File: config.mk
export PLATFORM = sky130hd
export DESIGN_NAME = weight_stream_loader
export DESIGN_NICKNAME = d
export VERILOG_FILES = /design/src/rtl/conv_pkg.sv /design/src/rtl/rd_valid_pipe.sv /design/src/rtl/weight_stream_loader.sv
export SDC_FILE = /design/constraint.sdc
export NUM_CORES = 1
export LEC_CHECK = 0
export ABC_AREA = 0
export CAP_MARGIN = 10
export CORE_MARGIN = 2
export CORE_UTILIZATION = 49
export CTS_BUF_LIST = sky130_fd_sc_hd__clkbuf_4
export CTS_CLUSTER_DIAMETER = 50
export DETAILED_ROUTE_END_ITERATION = 6
export PLACE_DENSITY = 0.87
export SLEW_MARGIN = 30
export SYNTH_ARGS = -nofsm -noshare
export SYNTH_HDL_FRONTEND = slang
export SYNTH_SLANG_ARGS = --single-unit
File: constraint.sdc
create_clock -name clk -period 3 [get_ports clk]
set_input_delay 0.3 -clock clk [delete_from_list [all_inputs] [get_ports clk]]
set_output_delay 0.3 -clock clk [all_outputs]
set_load 0.01 [all_outputs]
File: src/rtl/conv_pkg.sv
// Types and default sizes shared by the weight FIFO, the weight loader and the conv controllers.
package conv_pkg;

  localparam int KERNAL_SIZE_DEF = 5;
  localparam int FIFO_SIZE_DEF   = KERNAL_SIZE_DEF * KERNAL_SIZE_DEF;

  typedef enum logic [1:0] {
    IDLE  = 2'd0,
    ISSUE = 2'd1,
    DRAIN = 2'd2,
    DONE  = 2'd3
  } state_e;

endpackage

File: src/rtl/rd_valid_pipe.sv
// Single-bit delay line that follows each read strobe through the weight memory latency.
module rd_valid_pipe #(
  parameter int DEPTH = 1
) (
  input  logic clk,
  input  logic reset,
  input  logic valid_i,
  output logic valid_o
);

  logic [DEPTH-1:0] line_q, line_d;

  always_comb begin
    line_d    = line_q;
    line_d[0] = valid_i;
    for (int i = 1; i < DEPTH; i++) begin
      line_d[i] = line_q[i-1];
    end
  end

  always_ff @(posedge clk) begin
    if (reset) line_q <= '0;
    else       line_q <= line_d;
  end

  assign valid_o = line_q[DEPTH-1];

endmodule

File: src/rtl/weight_stream_loader.sv
// Reads one kernel from the weight memory and shifts it word by word into the weight FIFO.
// State table: IDLE | waiting for start; ISSUE | issuing reads; DRAIN | waiting for in-flight pushes; DONE | one-cycle done pulse.
module weight_stream_loader
  import conv_pkg::*;
#(
  parameter int DATA_WIDTH  = 32,
  parameter int KERNAL_SIZE = KERNAL_SIZE_DEF,
  parameter int FIFO_SIZE   = KERNAL_SIZE * KERNAL_SIZE,
  parameter int ADDR_WIDTH  = 10,
  parameter int RD_LATENCY  = 1
) (
  input  logic                  clk,
  input  logic                  reset,
  input  logic                  start,
  input  logic [ADDR_WIDTH-1:0] kernel_base,
  input  logic                  hold,
  output logic                  busy,
  output logic                  done,
  output logic                  mem_rd_en,
  output logic [ADDR_WIDTH-1:0] mem_addr,
  input  logic [DATA_WIDTH-1:0] mem_rd_data,
  output logic                  fifo_enable,
  output logic [DATA_WIDTH-1:0] fifo_wr_data
);

  localparam int               CNT_W    = $clog2(FIFO_SIZE + 1);
  localparam logic [CNT_W-1:0] LAST_IDX = CNT_W'(FIFO_SIZE - 1);
  localparam logic [CNT_W-1:0] ALL_CNT  = CNT_W'(FIFO_SIZE);

  state_e                state_q, state_d;
  logic [ADDR_WIDTH-1:0] base_q, base_d;
  logic [CNT_W-1:0]      issue_cnt_q, issue_cnt_d;
  logic [CNT_W-1:0]      push_cnt_q, push_cnt_d;
  logic                  fifo_en_q, fifo_en_d;
  logic [DATA_WIDTH-1:0] fifo_data_q, fifo_data_d;
  logic                  rd_fire;
  logic                  rd_tail;

  rd_valid_pipe #(
    .DEPTH(RD_LATENCY)
  ) u_rd_valid_pipe (
    .clk    (clk),
    .reset  (reset),
    .valid_i(rd_fire),
    .valid_o(rd_tail)
  );

  always_comb begin
    state_d     = state_q;
    base_d      = base_q;
    issue_cnt_d = issue_cnt_q;
    push_cnt_d  = push_cnt_q;
    rd_fire     = 1'b0;
    fifo_en_d   = rd_tail;
    fifo_data_d = rd_tail ? mem_rd_data : fifo_data_q;

    // Pushes are counted when the read returns, so DRAIN exits right after the final word is captured.
    if (rd_tail) push_cnt_d = push_cnt_q + 1'b1;

    case (state_q)
      IDLE: begin
        if (start) begin
          state_d     = ISSUE;
          base_d      = kernel_base;
          issue_cnt_d = '0;
          push_cnt_d  = '0;
        end
      end
      ISSUE: begin
        if (!hold) begin
          rd_fire     = 1'b1;
          issue_cnt_d = issue_cnt_q + 1'b1;
          if (issue_cnt_q == LAST_IDX) state_d = DRAIN;
        end
      end
      DRAIN: begin
        if (push_cnt_q == ALL_CNT) state_d = DONE;
      end
      DONE: begin
        state_d = IDLE;
      end
      default: begin
        state_d = IDLE;
      end
    endcase
  end

  always_ff @(posedge clk) begin
    if (reset) begin
      state_q     <= IDLE;
      base_q      <= '0;
      issue_cnt_q <= '0;
      push_cnt_q  <= '0;
      fifo_en_q   <= 1'b0;
      fifo_data_q <= '0;
    end else begin
      state_q     <= state_d;
      base_q      <= base_d;
      issue_cnt_q <= issue_cnt_d;
      push_cnt_q  <= push_cnt_d;
      fifo_en_q   <= fifo_en_d;
      fifo_data_q <= fifo_data_d;
    end
  end

  assign mem_rd_en    = rd_fire;
  assign mem_addr     = base_q + ADDR_WIDTH'(issue_cnt_q);
  assign busy         = (state_q != IDLE);
  assign done         = (state_q == DONE);
  assign fifo_enable  = fifo_en_q;
  assign fifo_wr_data = fifo_data_q;

endmodule

==> impl_metrics.py <==
metrics = {
    "die": {
        "die_w_um": 75.27,
        "die_height_um": 75.27,
        "start_util_pct": 51.66,
        "design.core.area_mm2": 0.004817,
        "pin_count": 92,
        "dieArea_mm2": 0.005665,
        "rows": 25,
    },
    "clocking": {
        "post-cts-setup-buffers": 0,
        "ctsRootBufferMaster": "clkbuf_4",
        "numCtsBuffers": 5,
        "htree_levels": 2,
        "worstSkewPairLatency_ns": 0.39,
        "cts.sinks": 56,
        "cts.clk_slew.worst_paths_ns": 0.15,
        "cts_tree": "built",
        "cts_buffer_depth": 2,
    },
    "timing": {
        "slew_violations": 0,
        "tightest_slew_ns": 0.8135,
        "max_freq_mhz": 380.8,
        "hold_viol": 0,
        "finalCritPeriodShare_pct": 87.53,
        "finalCriticalPeriod_ns": 2.626,
        "setup_violations": 0,
        "clock_skew_ns": 0.01411,
        "rsz0062_at_grt": "no",
        "timing.setup.tns_ns": 0,
        "relSlewSlack_pct": 45.77,
    },
    "yosys": {
        "ys_seq_area_share_pct": 45.05,
        "synth-simple-area-share_pct": 16.04,
        "synth_top_family_by_area": "simple AND/OR/NAND/NOR gates",
        "synth_area_mm2": 0.002489,
        "ys_ff_latch": 56,
        "yosys_warnings": 0,
        "synth_compound_area_share_pct": 9.301,
        "synth_async_sr_flop_share_pct": 0,
        "synth_area_per_cell_um2": 9.535,
        "ys.flop_type": "dfxtp_1",
        "syn_nets": 322,
        "synth_xor_area_share_pct": 4.927,
        "synth.distinct_cells": 32,
        "syn_inst": 261,
        "synthMuxAreaShare_pct": 13.47,
        "synth-edff-count": 0,
        "synth-adder-area-share_pct": 7.843,
    },
    "grt": {
        "overflow": 0,
        "antenna_found_initial": 0,
        "grt_pass1_wl_um": 8728,
        "track_usage_pct": 20.12,
        "grt_max_degree": 30,
        "grt_pass1_vias": 1977,
    },
    "place": {
        "io_buffers": 91,
        "routabilityCongestion": 0.8211,
        "dp_hpwl_um": 4203,
        "placed_cell_area_mm2": 0.003450,
    },
    "flow_run": {
        "cap_violations": 0,
    },
    "critical_path": {
        "rr_endpoint": "push_cnt_q[1]",
        "r2r_cells": 5,
        "rrSetupSlack_ns": 1.31,
        "path_class": "flip-flop to output port",
        "r2r-start": "state_q[0]",
        "start_kind": "flip-flop",
        "cp-end-kind": "output port",
        "cp.arrival_ns": 2.33,
        "critPathMaxFanout": 6,
        "required_ns": 2.70,
    },
    "drt": {
        "antenna_left": 0,
        "wl_um": 5632,
        "wl_per_cell_um": 13.47,
        "vias": 2079,
        "firstDrtPassIters": 4,
        "drtIter0Drc": 88,
        "drt-vias-per-instance": 4.974,
        "drc": 0,
    },
    "finish": {
        "final_nets": 411,
        "area_delta_synth_final_pct": 42.79,
        "stdcell_area_mm2": 0.003553,
        "drive_gt1_share_pct": 6.553,
        "antenna_cells": 0,
    },
    "hold_path": {
        "whs_path_depth": 3,
        "hold_start": "kernel_base[2]",
        "holdPathEnd": "base_q[2]",
        "worstHoldPathType": "input pin to flip-flop",
    },
    "power": {
        "p_leak_nw": 1.427,
        "power_density_mw_per_mm2": 560.1,
        "irDropWorstVdd_mv": 0.4239,
    },
    "run_status": {
        "status": "completed",
    },
}
-- registers in the layout, summed over array words and instances, names as in the netlist --
signal                   flops
push_cnt_q                   5
fifo_enable                  1
base_q                      10
u_rd_valid_pipe.valid_o      1
fifo_wr_data                32
issue_cnt_q                  5
state_q                      2
-- metrics by stage --
step	utilization (%)	std cells	power (mW)	setup WS (ns)	hold slack, ns
after detailed placement	71.61	410	1.580	0.4100	0.4511
after global routing	73.77	418	2.103	0.2072	0.4523
final	73.77	418	1.990	0.3741	0.4463
after floorplan	-	261	1.303	1.044	0.4360
after global placement	71.61	410	1.556	0.4790	0.4480
after CTS	73.48	418	2.006	0.004907	0.4404
-- cell usage after synthesis (all sizes together) (6+ instances only) --
library cell	instances	area [µm²]
mux2i	32	320.3
buf	10	50.04
ha	14	175.2
nand4	6	37.54
nand2	27	101.4
dfxtp	56	1121
a21oi	18	97.60
xor2	10	87.58
inv	7	26.28
nor2	46	172.7
-- routing by layer --
| metal | up-vias | part of all wire, % | global-route usage, % |
|---|---|---|---|
| li1 | 1056 | - | - |
| met1 | 962 | 42 | 23.82 |
| met2 | 51 | 50 | 34.89 |
| met3 | 10 | 5.6 | 5.622 |
| met4 | 0 | 2.3 | 7.212 |
| met5 | - | 0 | 0 |
-- worst max-delay path: stages, from the launching register on --
cell and delay [ns]:
dfxtp_2 0.37, ha_1 0.21, fa_2 0.39, a211oi_2 0.22, nor2_1 0.10, nor2_1 0.11
clkdlybuf4s50_1 0.54
-- cell families after synthesis --
kind of cell,Yosys count
DFF,56
xor gates and xnor gates,14
muxes,33
adders and majority gates,15
AOI/OAI and AO/OA,34
buffers and inverters,19
and+or+nand+nor,90
-- worst max-delay path by stage --
stage                    from     endpoint  slack [ns]
2_1_floorplan  issue_cnt_q[0]  mem_addr[8]        1.04
3_3_place_gp   issue_cnt_q[0]  mem_addr[8]        0.48
5_1_grt        issue_cnt_q[0]  mem_addr[4]        0.21
3_5_place_dp   issue_cnt_q[0]  mem_addr[8]        0.41
4_1_cts        issue_cnt_q[0]  mem_addr[8]       0.005
6_report       issue_cnt_q[0]  mem_addr[4]        0.37
-- final cells by class --
cell class / instances / area, µm²
multi-input combinational: 186 / 1297
fill: 387 / 1264
sequential: 56 / 1124
timing repair buffer: 94 / 938.4
tap: 67 / 83.83
clock buffer: 6 / 45.04
clock inverter: 2 / 38.79
inverter: 7 / 26.28
-- layout by cell type, fill, tap and decap left out, types with 2 or more instances in the layout --
cell type / netlist / routed
a211oi_1: 4 / 3
a21o_1: 3 / 3
a21oi_1: 16 / 16
a21oi_2: 2 / 2
and2_1: 4 / 4
buf_4: 2 / 3
clkbuf_4: 0 / 6
clkdlybuf4s50_1: 0 / 89
dfxtp_1: 56 / 54
dfxtp_2: 0 / 2
dlymetal6s2s_1: 0 / 2
ha_1: 14 / 14
inv_1: 7 / 7
mux2i_1: 32 / 32
nand2_1: 27 / 27
nand4_1: 6 / 6
nor2_1: 46 / 46
nor2b_1: 3 / 3
o21ai_0: 3 / 3
xnor2_1: 4 / 4
xor2_1: 10 / 10
-- timing repair --
| item | CTS | global route |
|---|---|---|
| hold endpoints to repair | 0 | 0 |
| setup endpoints to repair | 1 | 2 |
| resized for setup | 1 | 5 |
| hold buffers | 0 | 0 |
-- power by group --
| group | leakage (nW) | internal (mW) | switching (mW) |
|---|---|---|---|
| Sequential | 0.455 | 0.820 | 0.0785 |
| Combinational | 0.926 | 0.350 | 0.313 |
| Clock | 0.0463 | 0.189 | 0.240 |
| Total | 1.43 | 1.36 | 0.632 |
(Power assumes the default switching activity.)
